File: config.mk
export PLATFORM = sky130hd
export DESIGN_NAME = instr_fetch_seq_flat
export DESIGN_NICKNAME = d
export VERILOG_FILES = /design/src/rtl/instr_fetch_seq_pkg.sv /design/src/rtl/instr_fetch_seq_if.sv /design/src/rtl/instr_fetch_seq_prog_store.sv /design/src/rtl/instr_fetch_seq.sv /design/src/flat_wrapper.sv
export SDC_FILE = /design/constraint.sdc
export NUM_CORES = 1
export LEC_CHECK = 0
export CORE_ASPECT_RATIO = 1.25
export CORE_MARGIN = 4
export CORE_UTILIZATION = 25
export CTS_BUF_LIST = sky130_fd_sc_hd__clkbuf_4 sky130_fd_sc_hd__clkbuf_8
export DETAILED_ROUTE_END_ITERATION = 7
export DONT_BUFFER_PORTS = 1
export SYNTH_ARGS = -nofsm -noshare
export SYNTH_HDL_FRONTEND = slang
export SYNTH_SLANG_ARGS = --single-unit
File: constraint.sdc
create_clock -name CLK -period 3.4 [get_ports CLK]
set_clock_uncertainty 0.05 [all_clocks]
set_input_delay 0.34 -clock CLK [delete_from_list [all_inputs] [get_ports CLK]]
set_output_delay 0.34 -clock CLK [all_outputs]
set_load 0.01 [all_outputs]
File: src/rtl/instr_fetch_seq_pkg.sv
// Shared opcode constants, idle instruction and FSM state type for the
// instruction fetch sequencer.
package instr_fetch_seq_pkg;

  localparam logic [1:0] OP_LOAD = 2'b00;
  localparam logic [1:0] OP_MOV  = 2'b01;
  localparam logic [1:0] OP_ADD  = 2'b10;
  localparam logic [1:0] OP_OUT  = 2'b11;

  localparam logic [7:0] NOP_INSTR = 8'h40;

  typedef enum logic [1:0] {
    S_IDLE,
    S_RUN,
    S_WAIT,
    S_DONE
  } state_t;

  function automatic logic is_load(input logic [7:0] w);
    return w[7:6] == OP_LOAD;
  endfunction

endpackage

File: src/rtl/instr_fetch_seq_if.sv
// Program-load, control and processor-facing bus of the fetch sequencer.
interface instr_fetch_seq_if #(
  parameter int DEPTH = 16
);
  localparam int AW = $clog2(DEPTH);

  logic          wr_en;
  logic [AW-1:0] wr_addr;
  logic [7:0]    wr_data;
  logic [AW:0]   prog_len;
  logic          start;
  logic          step_mode;
  logic          step;
  logic [7:0]    INSTR;
  logic [7:0]    Load;
  logic          busy;
  logic          done;
  logic          err;
  logic [AW:0]   pc;

  modport master (
    output wr_en, wr_addr, wr_data, prog_len, start, step_mode, step,
    input  INSTR, Load, busy, done, err, pc
  );

  modport slave (
    input  wr_en, wr_addr, wr_data, prog_len, start, step_mode, step,
    output INSTR, Load, busy, done, err, pc
  );

endinterface

File: src/rtl/instr_fetch_seq_prog_store.sv
// DEPTH x 8 program store: gated synchronous write, two combinational reads
// (opcode word and the following immediate word).
module prog_store #(
  parameter int DEPTH = 16,
  parameter int AW    = $clog2(DEPTH)
) (
  input  logic          clk,
  input  logic          wr_en,
  input  logic          wr_allow,
  input  logic [AW-1:0] wr_addr,
  input  logic [7:0]    wr_data,
  input  logic [AW-1:0] rd_addr0,
  output logic [7:0]    rd_data0,
  input  logic [AW-1:0] rd_addr1,
  output logic [7:0]    rd_data1
);

  logic [7:0] mem [DEPTH];

  always_ff @(posedge clk) begin
    if (wr_en && wr_allow) begin
      mem[wr_addr] <= wr_data;
    end
  end

  assign rd_data0 = mem[rd_addr0];
  assign rd_data1 = mem[rd_addr1];

endmodule

File: src/rtl/instr_fetch_seq.sv
// Program sequencer: steps a PC through the program store and drives the
// processor's INSTR/Load buses, one instruction per clock (or per step).
module instr_fetch_seq
  import instr_fetch_seq_pkg::*;
#(
  parameter int         DEPTH = 16,
  parameter logic [7:0] NOP   = NOP_INSTR
) (
  input  logic              CLK,
  input  logic              RST,
  instr_fetch_seq_if.slave  bus
);

  localparam int AW = $clog2(DEPTH);
  localparam int PW = AW + 1;

  state_t        state_q, state_d;
  logic [PW-1:0] pc_q, pc_d;
  logic [PW-1:0] len_q, len_d;
  logic          step_q, step_d;
  logic [7:0]    instr_q, instr_d;
  logic [7:0]    load_q, load_d;
  logic          err_q, err_d;
  logic          done_q, done_d;

  logic          wr_allow;
  logic [PW-1:0] pc_inc;
  logic [7:0]    word0, word1;

  assign pc_inc   = pc_q + PW'(1);
  assign wr_allow = (state_q == S_IDLE) || (state_q == S_DONE);

  prog_store #(
    .DEPTH (DEPTH),
    .AW    (AW)
  ) u_store (
    .clk      (CLK),
    .wr_en    (bus.wr_en),
    .wr_allow (wr_allow),
    .wr_addr  (bus.wr_addr),
    .wr_data  (bus.wr_data),
    .rd_addr0 (pc_q[AW-1:0]),
    .rd_data0 (word0),
    .rd_addr1 (pc_inc[AW-1:0]),
    .rd_data1 (word1)
  );

  always_ff @(posedge CLK) begin
    if (RST) begin
      state_q <= S_IDLE;
      pc_q    <= '0;
      len_q   <= '0;
      step_q  <= 1'b0;
      instr_q <= NOP;
      load_q  <= '0;
      err_q   <= 1'b0;
      done_q  <= 1'b0;
    end else begin
      state_q <= state_d;
      pc_q    <= pc_d;
      len_q   <= len_d;
      step_q  <= step_d;
      instr_q <= instr_d;
      load_q  <= load_d;
      err_q   <= err_d;
      done_q  <= done_d;
    end
  end

  always_comb begin
    state_d = state_q;
    pc_d    = pc_q;
    len_d   = len_q;
    step_d  = step_q;
    instr_d = NOP;
    load_d  = load_q;
    err_d   = err_q;
    done_d  = 1'b0;

    unique case (state_q)
      S_IDLE, S_DONE: begin
        if (bus.start) begin
          len_d  = bus.prog_len;
          step_d = bus.step_mode;
          pc_d   = '0;
          err_d  = 1'b0;
          if (bus.prog_len == '0) begin
            state_d = S_DONE;
            done_d  = 1'b1;
          end else begin
            state_d = bus.step_mode ? S_WAIT : S_RUN;
          end
        end
      end

      S_WAIT: begin
        if (bus.step) begin
          state_d = S_RUN;
        end
      end

      S_RUN: begin
        instr_d = word0;
        if (is_load(word0)) begin
          // A LOAD whose immediate would lie past len is truncated: flag it
          // and end the program rather than read beyond the valid words.
          if (pc_inc < len_q) begin
            load_d = word1;
            pc_d   = pc_q + PW'(2);
          end else begin
            load_d = '0;
            err_d  = 1'b1;
            pc_d   = len_q;
          end
        end else begin
          pc_d = pc_inc;
        end
        if (pc_d >= len_q) begin
          state_d = S_DONE;
          done_d  = 1'b1;
        end else begin
          state_d = step_q ? S_WAIT : S_RUN;
        end
      end

      default: state_d = S_IDLE;
    endcase
  end

  assign bus.INSTR = instr_q;
  assign bus.Load  = load_q;
  assign bus.busy  = (state_q == S_RUN) || (state_q == S_WAIT);
  assign bus.done  = done_q;
  assign bus.err   = err_q;
  assign bus.pc    = pc_q;

endmodule

File: src/flat_wrapper.sv
// flat-port wrapper written by rule: the top's interface ports become plain ports
module instr_fetch_seq_flat import instr_fetch_seq_pkg::*;
#(
  parameter int         DEPTH = 16,
  parameter logic [7:0] NOP   = NOP_INSTR
)
  (CLK, RST, bus_wr_en, bus_wr_addr, bus_wr_data, bus_prog_len, bus_start, bus_step_mode, bus_step, bus_INSTR, bus_Load, bus_busy, bus_done, bus_err, bus_pc);
  instr_fetch_seq_if #(.DEPTH(DEPTH)) bus_i ();
  input  logic CLK;
  input  logic RST;
  input wire logic [$bits(bus_i.wr_en)-1:0] bus_wr_en;
  input wire logic [$bits(bus_i.wr_addr)-1:0] bus_wr_addr;
  input wire logic [$bits(bus_i.wr_data)-1:0] bus_wr_data;
  input wire logic [$bits(bus_i.prog_len)-1:0] bus_prog_len;
  input wire logic [$bits(bus_i.start)-1:0] bus_start;
  input wire logic [$bits(bus_i.step_mode)-1:0] bus_step_mode;
  input wire logic [$bits(bus_i.step)-1:0] bus_step;
  output wire logic [$bits(bus_i.INSTR)-1:0] bus_INSTR;
  output wire logic [$bits(bus_i.Load)-1:0] bus_Load;
  output wire logic [$bits(bus_i.busy)-1:0] bus_busy;
  output wire logic [$bits(bus_i.done)-1:0] bus_done;
  output wire logic [$bits(bus_i.err)-1:0] bus_err;
  output wire logic [$bits(bus_i.pc)-1:0] bus_pc;
  assign bus_i.wr_en = bus_wr_en;
  assign bus_i.wr_addr = bus_wr_addr;
  assign bus_i.wr_data = bus_wr_data;
  assign bus_i.prog_len = bus_prog_len;
  assign bus_i.start = bus_start;
  assign bus_i.step_mode = bus_step_mode;
  assign bus_i.step = bus_step;
  assign bus_INSTR = bus_i.INSTR;
  assign bus_Load = bus_i.Load;
  assign bus_busy = bus_i.busy;
  assign bus_done = bus_i.done;
  assign bus_err = bus_i.err;
  assign bus_pc = bus_i.pc;
  instr_fetch_seq #(.DEPTH(DEPTH), .NOP(NOP)) u_core (.CLK(CLK), .RST(RST), .bus(bus_i));
endmodule
==> flow_metrics.py, run 1 <==
metrics = {
    "final_layout": {
        "area_growth_pct": 18.9,
        "diodes": 0,
        "drive_gt1_share_pct": 34.6,
        "final_cell_area_um2": 9000,
        "final_nets": 534,
        "final_common_cell": "edfxtp_1",
        "final_cell_mix": "edfxtp_1 (128), mux4_2 (75), buf_4 (37)",
        "fin_util_pct": 30.5,
    },
    "sta": {
        "final_hold_viol_count": 0,
        "fmax_mhz": 306,
        "grt_setup_unrepaired": "true",
        "slew_headroom_pct": 53.2,
        "finalCritPeriodShare_pct": 96.1,
        "worst_pin_slew_ns": 0.703,
        "slew_viol_final": 0,
        "finalWorstSetupSlack_ns": 0.133,
        "fin_crit_ns": 3.27,
        "setup_viol": 0,
    },
    "floorplanning": {
        "start_util_pct": 25.6,
        "core_um2": 29500,
        "ioPinCount": 47,
        "die_w_um": 164,
        "die_area_um2": 33100,
        "die_y_um": 202,
        "core.rowCount": 70,
    },
    "yosys": {
        "synth_edf_count": 128,
        "yosysSeqAreaShare_pct": 60.1,
        "synthArstFlopShare_pct": 0,
        "syn_area_per_cell_um2": 17.0,
        "ys_types": 46,
        "postSynthNetCount": 480,
        "yosys_warnings": 0,
        "ys.flop_type": "edfxtp_1",
        "synth.cell_area_um2": 7560,
        "synth.ff_latch_count": 163,
        "synth_cells": 444,
    },
    "worst_setup_path": {
        "endpoint": "u_core.state_q[1]",
        "required_ns": 3.66,
        "startpoint": "u_core.bus.pc[1]",
        "rrSetupSlack_ns": 0.13,
        "cp_max_fo": 5,
        "startpoint_type": "register",
        "crit_arrival_ns": 3.53,
        "end_kind": "register",
        "rr_worst_depth": 17,
        "r2r-end": "u_core.state_q[1]",
        "worstSetupPathType": "reg -> reg",
        "r2r-start": "u_core.bus.pc[1]",
    },
    "routing": {
        "wirelength_mm": 19.4,
        "firstDrtPassIters": 4,
        "avgViaCountPerCell": 4.85,
        "via_count": 4399,
        "drc_errors": 0,
        "ant_nets": 0,
        "drtIter0Drc": 426,
        "post_drt_wl_per_cell_um": 21.3,
    },
    "pwr": {
        "vdd.ir_drop.worst_uv": 268,
        "powerDensity_nw_per_um2": 608,
        "leakagePower_nw": 2.89,
    },
    "clock_network": {
        "clk_pin_slew_ns": 0.09,
        "cts_tree": "yes",
        "clk_latency_ns": 0.45,
        "htreeDepth": 4,
        "root_buffer": "clkbuf_8",
        "cts_buffers": 17,
        "clock_sinks": 163,
        "clock_path_buffers": 2,
    },
    "grt": {
        "antenna_found_initial": 0,
        "grt_pass1_vias": 4685,
        "grt-ovfl-total": 0,
        "grt_pass1_wl_mm": 28.8,
        "grt_max_degree": 38,
        "grt_usage_pct": 11.8,
    },
    "place": {
        "place_area_um2": 8250,
        "gp_congestion": 0.818,
        "portBuffers": 0,
        "dp_hpwl_mm": 12.7,
        "post-place-ws_ns": -0.0657,
    },
    "min_path": {
        "hp-class": "in -> reg",
    },
    "outcome": {
        "run_status": "completed",
    },
    "job": {
        "max_cap_viol_count": 0,
    },
}
==> per-stage QoR <==
step / setup TNS (ns) / std cells / power [mW] / hold slack (ns)
2_1_floorplan: 0 / 444 / 3.46 / 0.386
6_report: 0 / 907 / 5.47 / 0.0309
5_1_grt: -0.309 / 907 / 5.76 / 0.00678
3_5_place_dp: -0.0657 / 855 / 3.88 / 0.365
4_1_cts: 0 / 903 / 5.39 / 0.000955
3_3_place_gp: 0 / 855 / 3.84 / 0.363
==> metal layers <==
layer / vias to the layer above / part of all wire, % / global-route usage [%]
met5: - / 0 / 0
met4: 0 / 2.7 / 4.32
met3: 32 / 8.4 / 3.88
met2: 191 / 49 / 19.1
met1: 2274 / 40 / 14.9
li1: 1902 / - / -
==> synth_stat cells, drive strengths merged (3+ instances only) <==
cell type    n  area [um^2]
a211oi       3         22.5
a21oi       15         78.8
a22o         3         26.3
a22oi        3         27.5
and2         9         58.8
buf         11         80.1
clkbuf      11         41.3
dfxtp       35          701
edfxtp     128         3840
ha          13          163
inv         10         37.5
mux2i       13          130
mux4        78         1770
nand2       34          135
nand2b      14         87.6
nand3        4         20.0
nor2        26         97.6
nor3         6         30.0
o211ai       3         22.5
o21ai        3         15.0
==> area by class of cell <==
class | instances | area, um^2
Tap cell | 396 | 495
Clock inverter | 14 | 170
Fill cell | 2874 | 20500
Multi-Input combinational cell | 249 | 3000
Clock buffer | 18 | 248
Sequential cell | 163 | 4550
Timing Repair Buffer | 57 | 490
Inverter | 10 | 37.5
==> cells by family after synthesis <==
kind of cell / after synthesis / share of synthesized area, %
AO/OA/AOI/OAI: 37 / 3.32
flip-flops: 163 / 60.1
XOR/XNOR: 4 / 0.463
adder cells (fa/ha/maj): 13 / 2.15
multiplexers: 92 / 25.2
buffers and inverters: 32 / 2.10
AND/OR/NAND/NOR: 103 / 6.65
==> report_power, final <==
part,leakage (nW),internal (mW),switching [mW],total (mW)
clock,0.203,0.697,0.782,1.48
sequential,1.44,2.25,0.0836,2.33
combinational,1.25,0.800,0.861,1.66
total,2.89,3.75,1.73,5.47
==> flip-flops by register name, summed over array words and instances, names as in the netlist, named ones only <==
register / cells
u_core.bus.done: 1
u_core.step_q: 1
u_core.bus.Load: 8
u_core.bus.INSTR: 8
u_core.bus.err: 1
u_core.bus.pc: 5
u_core.state_q: 2
u_core.len_q: 5
u_core.u_store.mem: 128
==> what timing repair did <==
action | CTS | global route
hold buffers | 16 | 1
cloned | 0 | 0
endpoints found under the hold margin | 143 | 1
resized for setup | 2 | 26
setup buffers | 0 | 3
endpoints found under the setup margin | 1 | 3
pin swaps | 0 | 14
==> worst max-delay path, cell delays in order, from the launching register on <==
cell and delay [ns]:
dfxtp_2 0.36, buf_6 0.14, ha_4 0.14, nand3_1 0.13, xnor2_2 0.20, ha_1 0.22, a211oi_2 0.07, a21oi_2 0.27
nor2_2 0.09, mux2i_2 0.21, nand2_1 0.10, ha_1 0.31, nand2b_4 0.14, a21o_1 0.16, a21oi_2 0.13, o21ai_2 0.09
o211ai_1 0.23, a221oi_2 0.08
==> how the worst min path moves through the flow <==
stage | cells past startpoint | startpoint | endpoint
after CTS | 2 | RST | u_core.bus.Load[5]
after detailed placement | 1 | RST | u_core.len_q[3]
after global placement | 1 | RST | u_core.len_q[1]
after global routing | 2 | RST | u_core.bus.Load[5]
final | 2 | RST | u_core.bus.Load[5]
after floorplan | 2 | u_core.len_q[1] | u_core.len_q[1]
Note: power is estimated with default switching activity, not from simulation.
==> run 2, diff against run 1 <==
Settings changed: CORE_UTILIZATION 25 to 60, PLACE_DENSITY from default to 0.79.
==> run 2 against run 1 <==
Compared with the run above:
- routed wire length is 8.9% lower
- critical path depth stayed put
- first-iteration DRC count is 26% higher
- die area is 56% lower
- non-clock buffer count is 5 lower
==> flow_metrics.py, run 2 (same netlist as run 1, synthesis figures left out) <==
metrics = {
    "job": {
        "max_cap_viol_count": 0,
    },
    "routing": {
        "drc_errors": 0,
        "wirelength_mm": 17.6,
        "drtIter0Drc": 537,
        "post_drt_wl_per_cell_um": 26.3,
        "avgViaCountPerCell": 6.77,
        "ant_nets": 0,
        "firstDrtPassIters": 8,
        "via_count": 4533,
    },
    "sta": {
        "final_hold_viol_count": 0,
        "slew_viol_final": 0,
        "slew_headroom_pct": 41.0,
        "fmax_mhz": 307,
        "setup_viol": 0,
        "worst_pin_slew_ns": 0.881,
        "finalWorstSetupSlack_ns": 0.145,
        "fin_crit_ns": 3.25,
        "finalCritPeriodShare_pct": 95.7,
    },
    "grt": {
        "grt_pass1_wl_mm": 27.0,
        "antenna_found_initial": 0,
        "grt-ovfl-total": 0,
        "grt_max_degree": 34,
        "grt_pass1_vias": 4783,
        "grt_usage_pct": 26.0,
    },
    "worst_setup_path": {
        "cp_max_fo": 5,
        "cp_cell_sequence": "ha_2, nand2_2, xor2_4, inv_1, ha_1, o211ai_1, a21oi_2, nor2_1, mux2i_1, nand2_1, ha_1, nand2b_1, a21o_1, a21oi_2, o21ai_2, o211ai_1, a221oi_1",
        "worstSetupPathType": "reg -> reg",
        "startpoint_type": "register",
        "crit_arrival_ns": 3.52,
        "r2r-start": "u_core.bus.pc[1]",
        "critPathSlowestCell": "dfxtp_2",
        "required_ns": 3.66,
        "end_kind": "register",
        "startpoint": "u_core.bus.pc[1]",
        "slowest_delay_ns": 0.39,
    },
    "final_layout": {
        "final_cell_area_um2": 8510,
        "final_common_cell": "edfxtp_1",
        "largest_register": "u_core.u_store.mem",
        "final_cells": 670,
        "largest_reg_flops": 128,
        "drive_gt1_share_pct": 31.8,
        "area_growth_pct": 12.5,
        "final_nets": 529,
        "fin_util_pct": 69.3,
        "final_cell_mix": "edfxtp_1 (128), mux4_2 (75), buf_4 (37)",
        "diodes": 0,
        "nFillCells": 831,
    },
    "place": {
        "dp.cells": 621,
        "gp_congestion": 0.854,
        "post-place-ws_ns": -0.0356,
        "place_area_um2": 7940,
        "dp_hpwl_mm": 11.8,
        "portBuffers": 0,
    },
    "pwr": {
        "powerDensity_nw_per_um2": 611,
        "leakagePower_nw": 2.82,
        "total_power_mw": 5.20,
        "vdd.ir_drop.worst_uv": 325,
    },
    "floorplanning": {
        "start_util_pct": 61.6,
        "core_um2": 12300,
        "die_y_um": 134,
        "die_area_um2": 14500,
        "die_w_um": 108,
        "core.rowCount": 45,
        "ioPinCount": 47,
    },
    "clock_network": {
        "root_buffer": "clkbuf_8",
        "clk_pin_slew_ns": 0.09,
        "clock_sinks": 163,
        "cts_buffers": 17,
        "htreeDepth": 4,
        "cts_tree": "yes",
        "clock_path_buffers": 2,
        "clk_latency_ns": 0.45,
    },
    "outcome": {
        "run_status": "completed",
    },
    "min_path": {
        "min_from": "RST",
        "hp-class": "in -> reg",
    },
}
==> run 2: layer usage <==
layer | part of all wire [%] | track usage (%)
met1 | 35 | 32.9
met2 | 54 | 44.4
met3 | 8.0 | 4.94
met4 | 2.5 | 10.0
met5 | 0 | 0
==> run 2: worst paths after layout <==
| kind | endpoint | slack, ns | depth (start not counted) |
|---|---|---|---|
| setup / recovery | u_core.state_q[1] | 0.15 | 17 |
| hold / removal | u_core.bus.Load[1] | 0.03 | 2 |
| setup reg to reg | u_core.state_q[1] | 0.15 | 17 |
| hold reg to reg | u_core.step_q | 0.45 | 2 |
==> run 2: where the power goes <==
group | switching [mW] | internal (mW) | total (mW)
Sequential | 0.0885 | 2.25 | 2.34
Clock | 0.752 | 0.601 | 1.35
Combinational | 0.776 | 0.735 | 1.51
==> run 2: layout make-up <==
class                   instances  area [um^2]  area share, %
clock buffers                  17          234           2.75
clock inverters                15          150           1.76
inverters                      10         37.5          0.441
multi-input cells             249         2900           34.1
flip-flops and latches        163         4550           53.5
well taps                     164          205           2.41
repair buffers                 52          428           5.03
==> run 2: stage by stage <==
stage	hold slack [ns]	setup TNS (ns)
after detailed placement	0.364	-0.0356
after global placement	0.362	0
after global routing	0.0145	-0.120
after floorplan	0.386	0
final	0.0335	0
after CTS	0.00117	0
==> run 2: critical path: cells and delay by family, from the launching register on <==
kind	cells	cell delay, ns
buf+inv	1	0.07
simple gates	4	0.38
compound gates	7	1.07
xor+xnor	1	0.14
flops	1	0.39
mux	1	0.22
fa+ha+maj	3	0.79
==> run 2: timing repair <==
item / CTS / global route
hold endpoints to repair: 142 / 0
endpoints found under the setup margin: 2 / 3
pin swaps: 0 / 3
setup buffers: 0 / 2
hold buffers: 15 / 0
resized for setup: 1 / 7
